### src/rtl/seg_scan_controller.sv
// Multiplexed seven-segment scanner: one shared hex decoder, guard-blanked digit slots,
// and a per-frame snapshot of value/dp_mask. Optional macro: SEG_LEADING_ZERO_BLANK_EN.
module seg_scan_controller #(
  parameter int NUM_DIGITS   = 4,
  parameter int SCAN_DIV     = 50000,
  parameter int BLANK_CYCLES = 16
) (
  input  logic                    clock,
  input  logic                    reset,
  input  logic                    enable,
  input  logic [4*NUM_DIGITS-1:0] value,
  input  logic [NUM_DIGITS-1:0]   dp_mask,
  output logic [6:0]              seg,
  output logic                    dp,
  output logic [NUM_DIGITS-1:0]   digit_sel,
  output logic                    frame_start,
  output logic                    slot_done
);

  localparam int CNT_W = $clog2(SCAN_DIV + 1);
  localparam int IDX_W = $clog2(NUM_DIGITS);
  localparam bit HAS_BLANK = (BLANK_CYCLES > 0);
  localparam logic [CNT_W-1:0] CNT_LAST   = CNT_W'(SCAN_DIV - 1);
  localparam logic [CNT_W-1:0] BLANK_LAST = CNT_W'(HAS_BLANK ? BLANK_CYCLES - 1 : 0);
  localparam logic [IDX_W-1:0] IDX_LAST   = IDX_W'(NUM_DIGITS - 1);

  typedef enum logic [1:0] {IDLE, BLANK, DRIVE} state_t;

  state_t                  state_q, state_d;
  logic [CNT_W-1:0]        cnt_q, cnt_d;
  logic [IDX_W-1:0]        idx_q, idx_d;
  logic [4*NUM_DIGITS-1:0] val_q, val_d;
  logic [NUM_DIGITS-1:0]   dpm_q, dpm_d;
  logic                    load;
  logic [3:0]              nib;
  logic [6:0]              seg_q, seg_d;
  logic                    dp_q, dp_d;
  logic [NUM_DIGITS-1:0]   sel_q, sel_d;
  logic                    fs_q, fs_d;
  logic                    sd_q, sd_d;

  function automatic logic [6:0] hex_glyph(input logic [3:0] n);
    case (n)
      4'h0: hex_glyph = 7'b1000000;
      4'h1: hex_glyph = 7'b1111001;
      4'h2: hex_glyph = 7'b0100100;
      4'h3: hex_glyph = 7'b0110000;
      4'h4: hex_glyph = 7'b0011001;
      4'h5: hex_glyph = 7'b0010010;
      4'h6: hex_glyph = 7'b0000010;
      4'h7: hex_glyph = 7'b1111000;
      4'h8: hex_glyph = 7'b0000000;
      4'h9: hex_glyph = 7'b0010000;
      4'hA: hex_glyph = 7'b0001000;
      4'hB: hex_glyph = 7'b0000011;
      4'hC: hex_glyph = 7'b1000110;
      4'hD: hex_glyph = 7'b0100001;
      4'hE: hex_glyph = 7'b0000110;
      4'hF: hex_glyph = 7'b0001110;
    endcase
  endfunction

  always_comb begin
    state_d = state_q;
    cnt_d   = cnt_q;
    idx_d   = idx_q;
    load    = 1'b0;
    if (!enable) begin
      state_d = IDLE;
      cnt_d   = '0;
      idx_d   = '0;
    end else begin
      case (state_q)
        IDLE: begin
          load    = 1'b1;
          cnt_d   = '0;
          idx_d   = '0;
          state_d = HAS_BLANK ? BLANK : DRIVE;
        end
        BLANK: begin
          cnt_d = cnt_q + 1'b1;
          if (cnt_q == BLANK_LAST) state_d = DRIVE;
        end
        DRIVE: begin
          if (cnt_q == CNT_LAST) begin
            cnt_d   = '0;
            idx_d   = (idx_q == IDX_LAST) ? '0 : idx_q + 1'b1;
            load    = (idx_q == IDX_LAST);
            state_d = HAS_BLANK ? BLANK : DRIVE;
          end else begin
            cnt_d = cnt_q + 1'b1;
          end
        end
        default: state_d = IDLE;
      endcase
    end
  end

  // Outputs are decoded from the next-state values so they register on the same edge.
  always_comb begin
    val_d = load ? value   : val_q;
    dpm_d = load ? dp_mask : dpm_q;
    nib   = val_d[{idx_d, 2'b00} +: 4];
    sd_d  = (state_d == DRIVE) && (cnt_d == CNT_LAST);
    fs_d  = (enable && state_q == IDLE) || (sd_d && idx_d == IDX_LAST);
    seg_d = 7'b1111111;
    dp_d  = 1'b1;
    sel_d = '1;
    if (state_d == DRIVE) begin
      sel_d[idx_d] = 1'b0;
      dp_d         = ~dpm_d[idx_d];
`ifdef SEG_LEADING_ZERO_BLANK_EN
      if (idx_d != '0 && (val_d >> {idx_d, 2'b00}) == '0 && !dpm_d[idx_d])
        seg_d = 7'b1111111;
      else
        seg_d = hex_glyph(nib);
`else
      seg_d = hex_glyph(nib);
`endif
    end
  end

  always_ff @(posedge clock or negedge reset) begin
    if (!reset) begin
      state_q <= IDLE;
      cnt_q   <= '0;
      idx_q   <= '0;
      val_q   <= '0;
      dpm_q   <= '0;
      seg_q   <= 7'b1111111;
      dp_q    <= 1'b1;
      sel_q   <= '1;
      fs_q    <= 1'b0;
      sd_q    <= 1'b0;
    end else begin
      state_q <= state_d;
      cnt_q   <= cnt_d;
      idx_q   <= idx_d;
      val_q   <= val_d;
      dpm_q   <= dpm_d;
      seg_q   <= seg_d;
      dp_q    <= dp_d;
      sel_q   <= sel_d;
      fs_q    <= fs_d;
      sd_q    <= sd_d;
    end
  end

  assign seg         = seg_q;
  assign dp          = dp_q;
  assign digit_sel   = sel_q;
  assign frame_start = fs_q;
  assign slot_done   = sd_q;

endmodule

### config.mk
export PLATFORM = sky130hd
export DESIGN_NAME = seg_scan_controller
export DESIGN_NICKNAME = d
export VERILOG_FILES = /design/src/rtl/seg_scan_controller.sv
export SDC_FILE = /design/constraint.sdc
export NUM_CORES = 1
export LEC_CHECK = 0
export CELL_PAD_IN_SITES_DETAIL_PLACEMENT = 0
export CELL_PAD_IN_SITES_GLOBAL_PLACEMENT = 1
export CORE_MARGIN = 10
export CORE_UTILIZATION = 41
export CTS_BUF_LIST = sky130_fd_sc_hd__clkbuf_8
export DETAILED_ROUTE_END_ITERATION = 10
export GPL_ROUTABILITY_DRIVEN = 0
export MAX_ROUTING_LAYER = met4
export PLACE_DENSITY = 0.83
export SLEW_MARGIN = 20
export SYNTH_ARGS = -nofsm -noshare
export SYNTH_HDL_FRONTEND = slang
export SYNTH_SLANG_ARGS = --single-unit
### constraint.sdc
create_clock -name clock -period 3.6 [get_ports clock]
set_clock_uncertainty 0.1 [all_clocks]
set_input_delay 0.72 -clock clock [delete_from_list [all_inputs] [get_ports clock]]
set_output_delay 0.72 -clock clock [all_outputs]
set_load 0.03 [all_outputs]
==> impl_metrics.yaml <==
grt:
  grt_pass1_wl_um: 15700
  grt_max_degree: 52
  grt_overflow_total: 0
  grtUsageTotal_pct: 14.8
  grt_pass1_vias: 3157
  antenna_found_initial: 0
cts:
  clock_path_buffers: 2
  cts_max_level: 2
  clock_latency_ps: 320
  cts_tree: "yes"
  clk_pin_slew_ps: 100
  root_buffer: "clkbuf_8"
  numCtsBuffers: 5
  clkSinkCount: 54
critical_path:
  cp.required_ps: 3730
  crit_type: "register to register"
  crit_slowest_cell: "or4b_4"
  max_stage_delay_ps: 500
  ff2ff_setup_slack_ps: 160
  timing.rr.start: "cnt_q[0]"
  cp-end-kind: "register"
  cp_common_cell: "buf_4"
  reg2reg_to: "seg[3]"
  arrival_ps: 3570
  crit_fanout: 5
  critPathCapture: "seg[3]"
  start_kind: "register"
  r2r_cells: 12
  crit_start: "cnt_q[0]"
  crit_chain: "ha_2 -> or4b_4 -> or4_4 -> buf_4 -> a311o_1 -> a21oi_2 -> mux2i_4 -> buf_4 -> ha_1 -> mux2_2 -> nor3b_2 -> a31oi_1"
timing:
  period_needed_ps: 3440
  holdWs_ps: 272
  fin_crit_sh_pct: 95.5
  worstMarginPinSlew_ps: 538
  finalMaxSlewViolations: 0
  finalHoldViolations: 0
  setup_ws_ps: 161
  grt_setup_unrepaired: "false"
  setup_viol: 0
  slew_headroom_pct: 63.8
  max_freq_mhz: 291
floorplan:
  num_rows: 33
  start_util_pct: 42.7
  io_pins: 37
  dieArea_sq_um: 12800
  die_w_um: 113
  chipHeight_um: 113
  fp.coreArea_sq_um: 8300
worst_hold_path:
  hold_class: "input pin to asynchronous set/reset pin"
detailed_routing:
  ant_nets: 0
  routed_wl_um: 9600
  wl_per_cell_um: 17.8
  firstDrtPassIters: 4
  drc: 0
  routed-via-count: 3150
  vias_per_cell: 5.83
  drtIter0Drc: 176
final_layout:
  fin_nets: 464
  fillCellCount: 739
  fin_area_sq_um: 4400
  area_growth_pct: 24.1
  antenna_cells: 0
  stdcell_count: 540
  drive_above_1_share_pct: 21.1
power_and_ir_drop:
  p_leak_nw: 1.85
  powerDensity_nw_per_um2: 283
  peakVddDrop_mv: 0.165
  finalPower_mw: 1.24
placed_design:
  place_ws_ps: -44.0
  io_buffers: 36
  dpl-instance-area_sq_um: 4230
  dp.cells: 529
  dp_hpwl_um: 6670
run_status:
  status: "finished, final reports clean"
synthesis:
  syn-mean-instance-area_sq_um: 9.38
  ys_ff_latch: 54
  synth_edf_count: 0
  synth_area_sq_um: 3540
  ys.flop_type: "dfrtp_1"
  syn_nets: 408
  synth_cells: 378
  synthArstFlopShare_pct: 100
  synth.distinct_cells: 62
  yosysSeqAreaShare_pct: 38.5
  yosys_warnings: 0
job:
  cap_violations: 0
[placed cells by master, fill, tap and decap left out, types with 5 or more instances in the layout]
master           synthesis  layout
dfrtp_1                 42      42
o211ai_1                12      12
nand4_1                  5       5
clkdlybuf4s50_1          0      35
a21oi_1                  6       5
nor2_1                  28      28
nor4bb_1                10      10
and3_1                   5       5
nor4_1                   5       5
clkbuf_8                 0       5
nand2_1                 33      33
xnor2_1                 10      10
nand3_1                 23      23
buf_4                    0      38
o41ai_1                 11      10
and3b_1                 11      11
a211oi_1                10      10
mux2_2                  10      10
ha_1                     7       6
xor2_1                   6       6
inv_1                   19      19
and2_1                  11      11
o21ai_0                  9       8
mux2i_1                  9       8
dfstp_2                 12      12
[kinds of logic (layout without fill, tap and decap cells)]
family / count (synthesis) / in the layout / share of synthesized area, %
simple gates: 157 / 158 / 25.9
compound gates: 74 / 74 / 16.1
flops: 54 / 54 / 38.5
buf+inv: 47 / 103 / 5.29
mux: 23 / 23 / 7.80
xor+xnor: 16 / 16 / 3.95
fa+ha+maj: 7 / 7 / 2.47
[state kept, by name, indices dropped and copies added (netlist names)]
name and flops:
cnt_q 16, val_q 16, seg 7, digit_sel 4
dpm_q 4, idx_q 2, state_q 2, dp 1
frame_start 1, slot_done 1
[metal layers]
metal  GRT usage [%]  wire [um]
met5               -          0
met4            4.65        145
met3            2.22        486
met2            22.8       4530
met1            19.4       4440
[worst min-delay path by stage]
stage,to,cells past startpoint
5_1_grt,val_q[0],1
3_3_place_gp,dpm_q[1],1
3_5_place_dp,dpm_q[3],1
6_report,val_q[0],1
4_1_cts,val_q[0],1
2_1_floorplan,cnt_q[0],0
[worst max-delay path, delay by kind of cell (launching register included)]
family	cells	cell delay [ps]
adder cells (fa/ha/maj)	2	420
AO/OA/AOI/OAI	3	640
buffers and inverters	2	330
AND/OR/NAND/NOR	3	1140
multiplexers	2	370
flip-flops	1	370
[Yosys cell counts (3+ instances only)]
cell	instances	share of area, %
buf_2	3	0.42
nand2b_1	3	0.53
dfstp_2	12	8.9
o311ai_0	3	0.74
nand2_1	33	3.5
a211oi_1	10	2.1
ha_1	7	2.5
mux2_2	10	3.2
nor2b_1	3	0.53
and3_1	5	0.88
nand4_1	5	0.88
inv_1	19	2.0
o211ai_1	12	2.5
dfrtp_1	42	30
nand3_1	23	3.2
and2_1	11	1.9
a31oi_1	3	0.53
nor4bb_1	10	2.8
o21ai_0	9	1.3
and3b_1	11	2.7
xnor2_1	10	2.5
or4_1	4	0.85
a21oi_1	6	0.85
o41ai_1	11	2.7
nor4_1	5	0.88
clkbuf_1	24	2.5
nor2_1	28	3.0
xor2_1	6	1.5
mux2i_1	9	2.5
a311o_1	3	0.85
[through the flow]
stage                     util [%]  TNS [ps]
after floorplan                  -         0
after global routing          53.0         0
after detailed placement      50.9     -54.9
final                         53.0         0
after CTS                     52.1         0
after global placement        50.9     -4.22
[what timing repair did]
action                                  CTS  global route
endpoints found under the setup margin    1             4
setup buffers                             0             2
hold buffers                              0             0
cloned                                    0             1
pin swaps                                 0             7
gates resized for setup                   2            11
[where the power goes]
group | switching [mW] | internal (mW) | total (mW)
clock | 0.214 | 0.141 | 0.355
sequential | 0.0195 | 0.639 | 0.659
combinational | 0.117 | 0.113 | 0.231
[layout make-up]
class	count	area [sq um]	area share [%]
tap	105	131	2.99
multi-input combinational	278	2060	46.9
timing repair buffer	76	676	15.4
clock buffer	5	68.8	1.56
clock inverter	3	22.5	0.512
sequential	54	1370	31.1
inverter	19	71.3	1.62
Power figures use the tool's default switching activity.
